`config.mk`:
```
export PLATFORM = sky130hd
export DESIGN_NAME = reg_scoreboard
export DESIGN_NICKNAME = d
export VERILOG_FILES = /design/src/rtl/reg_scoreboard.sv
export SDC_FILE = /design/constraint.sdc
export NUM_CORES = 1
export LEC_CHECK = 0
export BUFFER_PORTS_ARGS = -buffer_cell sky130_fd_sc_hd__buf_2
export CELL_PAD_IN_SITES_DETAIL_PLACEMENT = 1
export CELL_PAD_IN_SITES_GLOBAL_PLACEMENT = 1
export CORE_ASPECT_RATIO = 0.9
export CORE_MARGIN = 8
export CORE_UTILIZATION = 40
export CTS_CLUSTER_SIZE = 12
export DETAILED_ROUTE_END_ITERATION = 6
export GPL_TIMING_DRIVEN = 0
export HOLD_SLACK_MARGIN = 0.15
export PLACE_DENSITY = 0.74
export SLEW_MARGIN = 10
export SYNTH_ARGS = -nofsm -noshare
export SYNTH_HDL_FRONTEND = slang
export SYNTH_SLANG_ARGS = --single-unit
```
`constraint.sdc`:
```
create_clock -name clk -period 9.6 [get_ports clk]
set_input_delay 0.96 -clock clk [delete_from_list [all_inputs] [get_ports clk]]
set_output_delay 0.96 -clock clk [all_outputs]
set_load 0.03 [all_outputs]
```
`src/rtl/reg_scoreboard.sv`:
```
// Register scoreboard: tracks outstanding writes per architectural register and
// blocks issue on RAW hazards or when a register already has MAX_PEND writes in flight.
module reg_scoreboard #(
  parameter int MAX_PEND = 3
) (
  input  logic        clk,
  input  logic        rstn,
  input  logic        issue_valid,
  input  logic [4:0]  issue_rd,
  input  logic [4:0]  issue_rs,
  input  logic [4:0]  issue_rt,
  input  logic        retire_valid,
  input  logic [4:0]  retire_rd,
  input  logic        flush,
  output logic        stall,
  output logic [31:0] busy_vec,
  output logic [6:0]  pend_total,
  output logic        err
);

  localparam logic [1:0] MaxCnt = 2'(MAX_PEND);

  logic [1:0]  cnt      [32];
  logic [1:0]  cnt_next [32];
  logic [1:0]  eff      [32];
  logic [31:0] issue_oh;
  logic [31:0] retire_oh;
  logic [31:0] nonzero;
  logic [31:0] ret_hit;
  logic [31:0] inc_vec;
  logic [31:0] dec_vec;
  logic [31:0] busy_next;
  logic [6:0]  pend_next;
  logic        accept;
  logic        underflow;

  // Register 0 is masked out of both decodes, so its counter stays at zero.
  always_comb begin
    issue_oh  = (32'd1 << issue_rd) & ~32'd1;
    retire_oh = (32'd1 << retire_rd) & ~32'd1;
    nonzero   = '0;
    for (int n = 0; n < 32; n++) begin
      nonzero[n] = (cnt[n] != 2'd0);
    end
    ret_hit = retire_valid ? (retire_oh & nonzero) : 32'd0;
    for (int n = 0; n < 32; n++) begin
      eff[n] = cnt[n] - {1'b0, ret_hit[n]};
    end
  end

  // Hazard check uses the bypassed counts so a same-cycle retire can unblock issue.
  always_comb begin
    stall = issue_valid &&
            (((issue_rs != 5'd0) && (eff[issue_rs] != 2'd0)) ||
             ((issue_rt != 5'd0) && (eff[issue_rt] != 2'd0)) ||
             ((issue_rd != 5'd0) && (eff[issue_rd] == MaxCnt)));
    accept    = issue_valid && !stall && !flush;
    inc_vec   = accept ? issue_oh : 32'd0;
    dec_vec   = flush ? 32'd0 : ret_hit;
    underflow = retire_valid && !flush && (retire_rd != 5'd0) && (cnt[retire_rd] == 2'd0);
  end

  always_comb begin
    busy_next = '0;
    for (int n = 0; n < 32; n++) begin
      if (flush) begin
        cnt_next[n] = 2'd0;
      end else begin
        cnt_next[n] = cnt[n] + {1'b0, inc_vec[n]} - {1'b0, dec_vec[n]};
      end
      busy_next[n] = (cnt_next[n] != 2'd0);
    end
    if (flush) begin
      pend_next = 7'd0;
    end else begin
      pend_next = pend_total + {6'd0, |inc_vec} - {6'd0, |dec_vec};
    end
  end

  always_ff @(posedge clk or negedge rstn) begin
    if (!rstn) begin
      cnt        <= '{default: 2'd0};
      busy_vec   <= '0;
      pend_total <= '0;
      err        <= 1'b0;
    end else begin
      cnt        <= cnt_next;
      busy_vec   <= busy_next;
      pend_total <= pend_next;
      if (underflow) begin
        err <= 1'b1;
      end
    end
  end

endmodule
```
==> run_results.csv, run 1 <==
group,metric,value,unit
timing,finalSetupViolations,0,
logic_synthesis,synthCells,908,
place,port_buffers,59,
timing,hold_violations,0,
global_route,grt_pass1_wl,43370,um
worst_setup_path,cp_common_cell,"ha_1",
clock_tree,cts.sinks,104,
floorplan,start_util,0.4073,
clock_tree,post_cts_buffers,0,
logic_synthesis,ys_types,63,
route,firstDrtPassIters,7,
logic_synthesis,syn_avg_cell_area,8.966,um2
timing,tns,0,ns
logic_synthesis,synth_area_leaders,"dfrtp_1 32%, ha_1 15%, xnor2_1 6.0%, xor2_1 4.5%, nor2_1 4.5%",
layout,area_growth,11.63,%
floorplan,boundaryPins,66,
route,drtIter0Drc,629,
logic_synthesis,ys_seq_area_frac,0.3197,
power_and_ir_drop,power_density,110.6,nW/um2
global_route,grt_util_all_layers,0.2235,
worst_setup_path,crit_type,"input pin to flip-flop",
logic_synthesis,yosysWarnings,0,
worst_setup_path,critPathTopFamily,"compound AO/OA/AOI/OAI gates",
floorplan,design.die.area,25180,um2
route,drc,1,
clock_tree,cts_root_buf,"clkbuf_16",
run,maxCapViolCount,0,
logic_synthesis,yosysTopAreaCell,"dfrtp_1",
logic_synthesis,synthFlopType,"dfrtp_1",
place,place_congestion,0.9575,
layout,insertedDiodeCount,0,
layout,drive_above_1_share,0.1382,
logic_synthesis,async_reset_ff_frac,1.000,
floorplan,core,19990,um2
timing,skew,0.008986,ns
clock_tree,cts_tree,"yes",
timing,period_share,0.7383,
clock_tree,clk_pin_slew,0.07,ns
power_and_ir_drop,ir_drop,0.08650,mV
logic_synthesis,syn_area,8142,um2
clock_tree,cts.path.max_buffers,2,
clock_tree,h-tree-depth,3,
route,antenna_left,0,
global_route,grt_pass1_vias,7408,
floorplan,die_x,166.4,um
worst_setup_path,cp.arrival,7.30,ns
layout,final_nets,1105,
logic_synthesis,synth_edf_count,0,
floorplan,fp-row-count,49,
logic_synthesis,synth_seq_cells,104,
route,vias_per_cell,5.761,
worst_setup_path,endpoint_kind,"flip-flop",
timing,rsz0062_at_grt,"false",
global_route,gr-total-overflow,0,
worst_setup_path,critical_path.max_stage_delay,0.86,ns
worst_setup_path,required,9.81,ns
timing,fin_crit,7.088,ns
layout,fillers,2397,
timing,fmax,0.1411,GHz
timing,slew_violations,0,
worst_setup_path,reg2reg_slack,4.24,ns
worst_setup_path,cp_cell_sequence,"clkbuf_1, clkbuf_1, nand4_1, nor3_1, ha_1, xor2_1, o221ai_1, o211ai_1, a21o_1, a222oi_1, nand3_1, o32a_1, ha_1, inv_1, ha_1, inv_1, fa_1, nor2b_1, o21ai_0, nand2b_1, a21o_1, a21oi_1, xnor2_1, nor2_1",
run_status,violations,"DRC",
worst_setup_path,startpoint_type,"input pin",
floorplan,die_y,151.3,um
layout,regArea,2603,um2
route,wl,27440,um
place,hpwl,22130,um
power_and_ir_drop,p_leak,4.639,nW
route,wire_per_inst,22.14,um
global_route,grt_start_max_net_pins,55,
clock_tree,cts_resized,0,
worst_setup_path,path_max_fanout,10,
timing,relSlewSlack,0.1323,
worst_setup_path,cp_num_buf_inv,4,
timing,worst_pin_slew,1.292,ns
hold_path,worstHoldPathType,"flip-flop to flip-flop",
clock_tree,clk_latency,0.36,ns
clock_tree,hold_buffers,0,
clock_tree,cts_buffers,9,
worst_setup_path,slowest_stage,"nor3_1",
logic_synthesis,synth.top_cell.area_share,0.3197,
global_route,antenna_found_initial,0,
route,vias,7138,
logic_synthesis,synth_nets,1034,
layout,multiInputGateArea,5035,um2
layout,final_core_util,0.4547,
run_status,outcome,"finished with violations",
[state kept, by name (all words and copies together) (netlist names)]
signal,cells
pend_total,7
busy_vec,32
cnt,64
err,1
[worst register-to-register path, cell delays in order, from the launching register on]
cell and delay [ns]:
dfrtp_1 0.45, nor2_1 0.12, nor3_1 0.33, ha_1 0.24, xnor2_1 0.14, nand2_1 0.14, mux4_2 0.49, o221a_1 0.25
a222oi_1 0.75, nand3_1 0.15, o32a_1 0.44, ha_1 0.29, inv_1 0.05, ha_1 0.15, inv_1 0.05, fa_1 0.38
nor2b_1 0.17, o21ai_0 0.10, nand2b_1 0.12, a21o_1 0.13, a21oi_1 0.07, xnor2_1 0.15, nor2_1 0.05
[where the power goes]
| part | internal, mW | switching (mW) |
|---|---|---|
| Clock | 0.195 | 0.185 |
| Combinational | 0.0593 | 0.116 |
| Sequential | 0.445 | 0.00444 |
[metrics by stage]
| step | hold WS, ns | cells | cell area (um2) | setup WS, ns | power [mW] |
|---|---|---|---|---|---|
| after floorplan | 0.4661 | 908 | 8142 | 3.808 | 0.5686 |
| after global placement | 0.4556 | 1222 | 8756 | 2.416 | 0.6268 |
| after detailed placement | 0.4802 | 1223 | 8790 | 2.380 | 0.6314 |
| after CTS | 0.5003 | 1239 | 9089 | 2.708 | 1.015 |
| after global routing | 0.5191 | 1239 | 9089 | 2.226 | 1.046 |
| final | 0.4950 | 1239 | 9089 | 2.512 | 1.005 |
[layout by cell type (no fill, tap or decap), types with 25 or more instances in the layout]
master | netlist | final
or2_2 | 35 | 35
nor2b_1 | 50 | 50
inv_1 | 86 | 86
nor4_1 | 25 | 25
nand3_1 | 33 | 33
buf_2 | 4 | 62
xor2_1 | 42 | 42
ha_1 | 100 | 100
nor3_1 | 38 | 38
nand2_1 | 39 | 39
nor2_1 | 97 | 97
xnor2_1 | 56 | 56
dfrtp_1 | 104 | 104
clkbuf_1 | 29 | 29
[area by class of cell]
type	count	share of cell area
clock inverters	5	0.005094
well taps	255	0.03510
inverters	86	0.03552
clock buffers	11	0.02781
multi-input cells	677	0.5540
flip-flops and latches	104	0.2863
repair buffers	60	0.03621
plain buffers	41	0.01996
[per-layer routing]
metal	track usage	part of all wire
met2	0.3416	0.43
met3	0.05680	0.083
met1	0.3023	0.46
met5	0	0
met4	0.08052	0.031
[logic make-up (layout without fill, tap and decap cells)]
group,after synthesis,after routing,synth area share
multiplexers,15,15,0.04011
AO/OA/AOI/OAI,92,92,0.08038
adder cells (fa/ha/maj),101,101,0.1561
buffers and inverters,127,203,0.06193
flip-flops,104,104,0.3197
XOR/XNOR,98,98,0.1054
AND/OR/NAND/NOR,371,371,0.2364
[final timing paths]
kind | depth (start not counted) | to | from
hold reg to reg | 1 | err | err
setup reg to reg | 22 | pend_total[6] | cnt[7]
setup / recovery | 24 | pend_total[6] | retire_rd[0]
hold / removal | 1 | err | err
max in group asynchronous | 2 | cnt[61] | rstn
min in group asynchronous | 1 | pend_total[5] | rstn
[synth_stat cells (all sizes together) (4+ instances only)]
master  count
a21o        5
a21oi      12
a221oi      4
a311oi      4
a31oi       5
and2        8
and3        4
and4        4
buf        12
clkbuf     29
dfrtp     104
ha        100
inv        86
mux4       14
nand2      39
nand2b      8
nand3      33
nand3b      4
nand4      12
nor2       97
nor2b      50
nor3       38
nor4       25
o21ai      23
o221ai      5
or2        36
or3         6
xnor2      56
xor2       42
No activity file was read; power rests on OpenSTA's default activity.
==> run 2, diff against run 1 <==
--- a/config.mk
+++ b/config.mk
@@ -15,7 +15,7 @@
 export DETAILED_ROUTE_END_ITERATION = 6
 export GPL_TIMING_DRIVEN = 0
 export HOLD_SLACK_MARGIN = 0.15
-export PLACE_DENSITY = 0.74
+export PLACE_DENSITY = 0.76
 export SLEW_MARGIN = 10
 export SYNTH_ARGS = -nofsm -noshare
 export SYNTH_HDL_FRONTEND = slang
==> constraint.sdc (replaced) <==
create_clock -name clk -period 6.2 [get_ports clk]
set_input_delay 0.62 -clock clk [delete_from_list [all_inputs] [get_ports clk]]
set_output_delay 0.62 -clock clk [all_outputs]
set_load 0.03 [all_outputs]
==> run_results.csv, run 2 (synthesized netlist as in run 1, its figures left out) <==
group,metric,value,unit
route,drc,0,
clock_tree,cts_tree,"yes",
global_route,grt_pass1_vias,7525,
worst_setup_path,endpoint_kind,"flip-flop",
layout,final_cell_mix,"104 x dfrtp_1, 100 x ha_1, 97 x nor2_1",
floorplan,core,19990,um2
route,firstDrtPassIters,5,
worst_setup_path,critPathTopFamily,"simple AND/OR/NAND/NOR gates",
layout,max_flop_register,"cnt",
layout,fillers,2382,
timing,fin_crit,5.928,ns
clock_tree,clk_pin_slew,0.07,ns
global_route,grt_use_met2,0.3465,
global_route,grt_use_met1,0.3032,
timing,tns,0,ns
worst_setup_path,crit_type,"input pin to flip-flop",
route,antenna_left,0,
global_route,gr-total-overflow,0,
layout,final_core_util,0.4592,
floorplan,die_x,166.4,um
timing,setup_ws,0.2724,ns
timing,rsz0062_at_grt,"false",
route,wl,27940,um
hold_path,worstHoldPathType,"input pin to asynchronous set/reset pin",
timing,worst_pin_slew,1.394,ns
layout,drive_above_1_share,0.1476,
floorplan,die_y,151.3,um
layout,area_growth,12.74,%
power_and_ir_drop,ir_drop,0.1173,mV
route,vias,7235,
global_route,grt_start_max_net_pins,57,
layout,insertedDiodeCount,0,
run_status,outcome,"completed",
global_route,grt_util_all_layers,0.2240,
worst_setup_path,path_max_fanout,9,
timing,fmax,0.1687,GHz
worst_setup_path,slowest_stage,"mux4_2",
global_route,grt_util_met3,0.05315,
timing,period_share,0.9561,
clock_tree,h-tree-depth,3,
power_and_ir_drop,p_leak,4.684,nW
power_and_ir_drop,power_density,177.7,nW/um2
global_route,grt_pass1_wl,43580,um
clock_tree,cts.path.max_buffers,2,
run,maxCapViolCount,0,
clock_tree,cts_root_buf,"clkbuf_16",
worst_setup_path,required,6.42,ns
place,dpl-instance-area,8790,um2
clock_tree,hold_buffers,0,
floorplan,boundaryPins,66,
route,vias_per_cell,5.816,
clock_tree,cts_buffers,9,
power_and_ir_drop,power,1.631,mW
layout,largest_reg_flops,64,
place,hpwl,22240,um
layout,biggestRegsByFlops,"cnt: 64 flops, busy_vec: 32 flops, pend_total: 7 flops",
worst_setup_path,cp_num_buf_inv,4,
floorplan,start_util,0.4073,
timing,slew_violations,0,
clock_tree,clk_latency,0.37,ns
place,place_ws,-0.7511,ns
global_route,antenna_found_initial,1,
clock_tree,cts.sinks,104,
timing,hold_violations,0,
floorplan,fp-row-count,49,
global_route,top_usage_layer,"met2",
timing,skew,0.01212,ns
layout,final_area,9179,um2
layout,final_nets,1110,
route,wire_per_inst,22.46,um
floorplan,design.die.area,25180,um2
layout,final_common_cell,"dfrtp_1",
worst_setup_path,startpoint_type,"input pin",
route,drtIter0Drc,679,
worst_setup_path,cp_common_cell,"ha_1",
timing,relSlewSlack,0.06365,
worst_setup_path,cp.arrival,6.14,ns
worst_setup_path,critical_path.max_stage_delay,0.49,ns
timing,finalSetupViolations,0,
place,port_buffers,59,
place,place_congestion,0.9513,
==> run 2: cell types whose count changed in the layout (fill, tap and decap cells not counted), sizes merged <==
cell	before	now
buf	72	77
bufinv	0	2
clkbuf	40	38
clkinv	2	1
inv	89	90
==> run 2: timing repair <==
action | CTS | global route
endpoints found under the setup margin | 6 | 1
gates resized for setup | 2 | 3
pin swaps | 2 | 1
gates cloned | 0 | 0
buffers inserted | 2 | 3
==> run 2: cell type report <==
class / instances / area (um2) / share of cell area
Multi-Input combinational cell: 677 / 5050 / 0.5502
Clock inverter: 7 / 108.9 / 0.01186
Buffer: 41 / 183.9 / 0.02004
Tap cell: 255 / 319.1 / 0.03476
Inverter: 86 / 322.8 / 0.03517
Timing Repair Buffer: 65 / 366.6 / 0.03994
Clock buffer: 9 / 225.2 / 0.02454
Sequential cell: 104 / 2603 / 0.2835
==> run 2: worst paths after layout <==
| kind | startpoint | to | slack (ns) | depth (start not counted) |
|---|---|---|---|---|
| worst min register to register | err | err | 0.48 | 1 |
| max in group asynchronous | rstn | cnt[11] | 5.39 | 2 |
| worst max-delay path | retire_rd[4] | pend_total[6] | 0.27 | 25 |
| worst min-delay path | rstn | pend_total[5] | 0.18 | 1 |
| worst max register to register | cnt[3] | pend_total[6] | 1.12 | 23 |
| min in group clk | err | err | 0.48 | 1 |
==> run 2: power breakdown <==
group	switching, mW	total [mW]	internal, mW
clock	0.295	0.658	0.364
sequential	0.00737	0.696	0.688
combinational	0.182	0.277	0.0946
total	0.484	1.63	1.15
==> run 2: through the flow <==
stage                     hold slack [ns]  instances
after CTS                          0.1928       1241
after global routing               0.2122       1244
final                              0.1764       1244
after global placement             0.4554       1222
after floorplan                    0.3244        908
after detailed placement           0.4633       1223
==> run 2: layer usage <==
| metal | part of all wire | vias to the layer above | wire length [um] |
|---|---|---|---|
| li1 | - | 3271 | - |
| met1 | 0.45 | 3597 | 12480 |
| met2 | 0.44 | 308 | 12280 |
| met3 | 0.084 | 57 | 2343 |
| met4 | 0.030 | 2 | 825 |
| met5 | 0.00047 | - | 13 |
